==> src/rtl/int_ctrl_pkg.sv <==
// int_ctrl_pkg: shared constants for the interrupt controller.
//   - Bus register addresses (CTRL, MASK, PEND, STAT).
//   - Handshake FSM state encoding (IDLE, REQ, SVC).
//   - Upper bound on the number of interrupt sources.
package int_ctrl_pkg;

    localparam int unsigned N_SRC_MAX = 16;

    // Register map on the 4-word peripheral bus
    localparam logic [1:0] AddrCtrl = 2'b00;
    localparam logic [1:0] AddrMask = 2'b01;
    localparam logic [1:0] AddrPend = 2'b10;
    localparam logic [1:0] AddrStat = 2'b11;

    // Handshake FSM states
    typedef logic [1:0] state_t;
    localparam state_t StIdle = 2'd0;
    localparam state_t StReq  = 2'd1;
    localparam state_t StSvc  = 2'd2;

endpackage

==> src/rtl/int_prio_enc.sv <==
// int_prio_enc: lowest-index priority encoder.
//   req   in   N   request vector, bit 0 = highest priority
//   valid out  1   any request set
//   index out  W   index of the lowest set bit (0 when none)
module int_prio_enc #(
    parameter int unsigned N = 4,
    parameter int unsigned W = 2
) (
    input  logic [N-1:0] req,
    output logic         valid,
    output logic [W-1:0] index
);

    always_comb begin
        valid = |req;
        index = '0;
        // Scan from the top so the lowest set index is the last one written.
        for (int i = int'(N) - 1; i >= 0; i--) begin
            if (req[i]) begin
                index = W'(i);
            end
        end
    end

endmodule

==> src/rtl/int_ctrl.sv <==
// int_ctrl: interrupt controller with mask, global enable and an irq/ack/EOI
// handshake. Source 0 (timer16) has the highest priority.
//   i_clk, i_rst     clock, synchronous active-high reset
//   i_sel/i_we/i_re  bus select, write and read strobes
//   i_addr, i_wdata  register address and write data
//   o_rdata, o_rdy   combinational read data, ready (= i_sel)
//   i_src            per-source interrupt requests (already in i_clk domain)
//   o_irq, o_vector  request to the CPU and the requesting/in-service source
//   i_ack            CPU acknowledge pulse
module int_ctrl
    import int_ctrl_pkg::*;
#(
    parameter int unsigned      N_SRC     = 4,
    parameter int unsigned      VEC_W     = (N_SRC > 1) ? $clog2(N_SRC) : 1,
    parameter logic [N_SRC-1:0] EDGE_MASK = '0
) (
    input  logic             i_clk,
    input  logic             i_rst,
    input  logic             i_sel,
    input  logic             i_we,
    input  logic             i_re,
    input  logic [1:0]       i_addr,
    input  logic [15:0]      i_wdata,
    output logic [15:0]      o_rdata,
    output logic             o_rdy,
    input  logic [N_SRC-1:0] i_src,
    output logic             o_irq,
    output logic [VEC_W-1:0] o_vector,
    input  logic             i_ack
);

    logic             gie_q;
    logic [N_SRC-1:0] mask_q;
    logic [N_SRC-1:0] pend_q, pend_d;
    logic [N_SRC-1:0] src_q;
    state_t           state_q, state_d;
    logic [VEC_W-1:0] vector_q, vector_d;

    logic             wr_ctrl, wr_mask, wr_pend, wr_stat;
    logic [N_SRC-1:0] eligible;
    logic             win_valid;
    logic [VEC_W-1:0] win_idx;
    logic             ack_take;
    logic             eoi;
    logic [N_SRC-1:0] edge_set, edge_clr, edge_next;

    // Write data bits above the implemented register widths are ignored.
    logic unused_wdata;
    assign unused_wdata = ^i_wdata;

    // Bus write decode
    always_comb begin
        wr_ctrl = i_sel && i_we && (i_addr == AddrCtrl);
        wr_mask = i_sel && i_we && (i_addr == AddrMask);
        wr_pend = i_sel && i_we && (i_addr == AddrPend);
        wr_stat = i_sel && i_we && (i_addr == AddrStat);
    end

    assign eligible = pend_q & mask_q & {N_SRC{gie_q}};
    assign ack_take = (state_q == StReq) && i_ack;
    assign eoi      = wr_stat && (state_q == StSvc);

    int_prio_enc #(
        .N (N_SRC),
        .W (VEC_W)
    ) u_prio_enc (
        .req   (eligible),
        .valid (win_valid),
        .index (win_idx)
    );

    // Pending next state: level sources track the input, edge sources latch
    // rising edges until W1C or acknowledge; a new edge beats a clear.
    always_comb begin
        edge_set = i_src & ~src_q;
        edge_clr = '0;
        for (int i = 0; i < int'(N_SRC); i++) begin
            edge_clr[i] = (wr_pend && i_wdata[i]) || (ack_take && (vector_q == VEC_W'(i)));
        end
        edge_next = edge_set | (pend_q & ~edge_clr);
        pend_d    = (EDGE_MASK & edge_next) | (~EDGE_MASK & i_src);
    end

    // Handshake FSM; the vector is frozen once a request is raised.
    always_comb begin
        state_d  = state_q;
        vector_d = vector_q;
        case (state_q)
            StIdle: begin
                if (win_valid) begin
                    state_d  = StReq;
                    vector_d = win_idx;
                end
            end
            StReq: begin
                if (ack_take) begin
                    state_d = StSvc;
                end else if (!eligible[vector_q]) begin
                    state_d = StIdle;
                end
            end
            StSvc: begin
                if (eoi) begin
                    state_d = StIdle;
                end
            end
            default: state_d = StIdle;
        endcase
    end

    always_ff @(posedge i_clk) begin
        if (i_rst) begin
            gie_q    <= 1'b0;
            mask_q   <= '0;
            pend_q   <= '0;
            src_q    <= '0;
            state_q  <= StIdle;
            vector_q <= '0;
        end else begin
            if (wr_ctrl) begin
                gie_q <= i_wdata[0];
            end
            if (wr_mask) begin
                mask_q <= i_wdata[N_SRC-1:0];
            end
            pend_q   <= pend_d;
            src_q    <= i_src;
            state_q  <= state_d;
            vector_q <= vector_d;
        end
    end

    assign o_irq    = (state_q == StReq);
    assign o_vector = vector_q;
    assign o_rdy    = i_sel;

    // Combinational read mux; unimplemented bits read as zero.
    always_comb begin
        o_rdata = '0;
        if (i_sel && i_re) begin
            case (i_addr)
                AddrCtrl: o_rdata[0] = gie_q;
                AddrMask: o_rdata[N_SRC-1:0] = mask_q;
                AddrPend: o_rdata[N_SRC-1:0] = pend_q;
                AddrStat: begin
                    o_rdata[15]        = (state_q == StSvc);
                    o_rdata[VEC_W-1:0] = vector_q;
                end
                default: o_rdata = '0;
            endcase
        end
    end

endmodule

==> config.mk <==
export PLATFORM = sky130hd
export DESIGN_NAME = int_ctrl
export DESIGN_NICKNAME = d
export VERILOG_FILES = /design/src/rtl/int_ctrl_pkg.sv /design/src/rtl/int_prio_enc.sv /design/src/rtl/int_ctrl.sv
export SDC_FILE = /design/constraint.sdc
export NUM_CORES = 1
export LEC_CHECK = 0
export CAP_MARGIN = 20
export CORE_MARGIN = 2
export CORE_UTILIZATION = 36
export CTS_CLUSTER_DIAMETER = 50
export DETAILED_ROUTE_END_ITERATION = 12
export GPL_TIMING_DRIVEN = 0
export PLACE_DENSITY = 0.85
export SLEW_MARGIN = 20
export SYNTH_ARGS = -nofsm -noshare
export SYNTH_HDL_FRONTEND = slang
export SYNTH_SLANG_ARGS = --single-unit
==> constraint.sdc <==
create_clock -name i_clk -period 1.7 [get_ports i_clk]
set_input_delay 0.34 -clock i_clk [delete_from_list [all_inputs] [get_ports i_clk]]
set_output_delay 0.34 -clock i_clk [all_outputs]
set_load 0.01 [all_outputs]
==> impl_metrics.py <==
metrics = {
    "run_status": {
        "status": "complete, but fails checks",
        "violations": "negative setup slack",
    },
    "timing": {
        "slew_viol_final": 0,
        "skew_ps": 5.37,
        "period_needed_ps": 1730,
        "finalHoldViolations": 0,
        "min_period_over_period": 1.02,
        "timing.final.ws_setup_ps": -28.6,
        "fmax_ghz": 0.578,
        "fin_setup_tns_ps": -28.6,
        "setup_viol": 1,
        "rsz0062_at_grt": "yes",
    },
    "cells_and_area": {
        "multi_input_area_um2": 470,
        "nFillCells": 177,
        "nets": 163,
        "antennaDiodeCount": 0,
        "drive_above_1_share": 0.285,
        "area_growth_pct": 51.0,
        "fin_cells": 157,
        "regArea_um2": 267,
    },
    "yosys": {
        "yosysWarnings": 0,
        "avgSynthCellArea_um2": 8.73,
        "synth-async-reset-ratio": 0,
        "synth_edf_count": 0,
        "synth_top_area_cell": "dfxtp_1",
        "netlist_area_um2": 768,
        "yosysTopAreaCellShare": 0.339,
        "syn_inst": 88,
        "yosysUniqueCellTypes": 29,
        "ys_seq_area_frac": 0.339,
        "synth.area.top_cells": "dfxtp_1 (34%), buf_4 (12%), ha_1 (6.5%)",
        "ys_seq_elements": 13,
        "synthFlopType": "dfxtp_1",
    },
    "setup_path": {
        "slowest_stage": "clkdlybuf4s50_1",
        "cp_max_fo": 3,
        "startpoint_type": "input pin",
        "worstPathCellList": "clkdlybuf4s50_1 > nand2_1 > nor3_1 > clkdlybuf4s15_2",
        "crit_required_ps": 1360,
        "crit_arrival_ps": 1390,
        "critPathKind": "in2out",
        "cpPeakStageDelay_ps": 490,
        "critPathCaptureType": "output pin",
    },
    "global_routing": {
        "first_global_vias": 784,
        "grt_usage": 0.172,
        "met1_usage": 0.173,
        "gr-usage-met3": 0.0565,
        "grt_max_degree": 11,
        "busiest_layer": "met2",
        "use_met2": 0.311,
        "antenna_found_initial": 0,
        "grt_overflow": 0,
        "grt_first_pass_wirelength_um": 3260,
    },
    "drt": {
        "route.detailed.drc": 0,
        "drt_pass1_iterations": 4,
        "routed_wl_um": 1900,
        "ant_nets": 0,
        "drt_iter0_markers": 17,
        "vias_per_cell": 4.94,
        "vias": 775,
        "detail_route.wl_per_cell_um": 12.1,
    },
    "clocking": {
        "clock_latency_ps": 280,
        "cts_tree": "done",
        "clockBufferDepth": 2,
        "htree_levels": 1,
        "clk_pin_slew_ps": 80,
        "cts-root-buf": "clkbuf_4",
        "cts_buffers": 3,
        "clock_sinks": 13,
    },
    "placed_design": {
        "dp_slack_ps": -857,
        "globalplace.congestion": 0.811,
        "dp.cells": 149,
        "portBuffers": 24,
        "hpwl_um": 1390,
    },
    "pwr": {
        "power_uw": 633,
        "leakage_nw": 0.508,
        "peakVddDrop_uv": 451,
        "power.density_mw_per_mm2": 546,
    },
    "floorplanning": {
        "die_x_um": 50.2,
        "io_pins": 48,
        "die_h_um": 50.2,
        "placementRows": 16,
        "core_mm2": 0.00198,
        "dieArea_mm2": 0.00252,
        "start_util": 0.388,
    },
    "min_path": {
        "hp-class": "reg2reg",
    },
    "flow_run": {
        "maxCapViolations": 0,
    },
}
Yosys cell counts (2+ instances only):
cell,number
nor2_1,10
buf_4,12
dfxtp_1,13
a222oi_1,2
nand2_1,6
inv_1,3
mux2i_1,5
a22o_1,2
a22oi_1,3
nand3_1,3
a21oi_1,3
nor2b_1,5
ha_1,4
nor3_1,2
flip-flops by register name, summed over array words and instances, names as in the netlist:
register  cells
gie_q         1
state_q       2
o_vector      2
mask_q        4
pend_q        4
critical path, delay by kind of cell:
family	cells	cell delay, ps
AND/OR/NAND/NOR	2	310
buffers and inverters	2	740
cells by family (layout without fill, tap and decap cells):
logic type / count (synthesis) / in the layout / share of synthesized area
other: 1 / 11 / 0.00488
AND/OR/NAND/NOR: 31 / 31 / 0.212
adder cells (fa/ha/maj): 4 / 4 / 0.0651
AO/OA/AOI/OAI: 18 / 18 / 0.178
flip-flops: 13 / 13 / 0.339
buffers and inverters: 16 / 48 / 0.137
multiplexers: 5 / 5 / 0.0651
metrics by stage:
step                       util  area (um^2)  hold slack (ps)
after floorplan               -          806              412
after global placement    0.545         1080              535
after detailed placement  0.545         1080              550
after CTS                 0.577         1140              519
after global routing      0.585         1160              546
final                     0.585         1160              515
cell type report:
class / instances / area share
Buffer: 13 / 0.0809
Clock buffer: 4 / 0.0227
Tap cell: 27 / 0.0291
Inverter: 3 / 0.00971
Sequential cell: 13 / 0.230
Multi-Input combinational cell: 69 / 0.406
Timing Repair Buffer: 28 / 0.222
final timing paths:
kind              cells after the start   startpoint           to  slack [ps]
setup / recovery                      4         i_re   o_rdata[1]         -30
hold / removal                        2  o_vector[0]  o_vector[0]         510
setup reg to reg                      4        gie_q  o_vector[0]         350
hold reg to reg                       2  o_vector[0]  o_vector[0]         510
power breakdown:
part,switching (mW),internal (mW)
Combinational,0.0526,0.0706
Sequential,0.00868,0.310
Clock,0.0998,0.0912
cell usage in the layout (no fill, tap or decap), types with 2 or more instances in the layout:
cell | synthesis | final
nor3_1 | 2 | 2
dfxtp_1 | 13 | 10
clkdlybuf4s50_1 | 0 | 15
nand2_1 | 6 | 6
ha_4 | 0 | 2
conb_1 | 1 | 11
clkdlybuf4s15_2 | 0 | 2
a22oi_1 | 3 | 3
a22o_1 | 2 | 2
dlygate4sd2_1 | 0 | 3
nand3_1 | 3 | 3
a222oi_1 | 2 | 2
clkbuf_4 | 0 | 3
a21oi_1 | 3 | 3
mux2i_1 | 5 | 5
nor2_1 | 10 | 10
dfxtp_2 | 0 | 2
inv_2 | 0 | 2
buf_4 | 12 | 17
nor2b_1 | 5 | 4
what timing repair did:
action,CTS,global route
hold buffers,0,0
gates resized for setup,35,4
gates cloned,0,0
setup buffers,2,2
hold endpoints to repair,0,0
setup endpoints to repair,7,6
pin swaps,4,3
routing by layer:
metal,vias to the layer above,share of wire
met5,-,0
met4,0,0.013
met3,4,0.078
met2,39,0.54
met1,355,0.37
li1,377,-
Note: power is estimated with default switching activity, not from simulation.
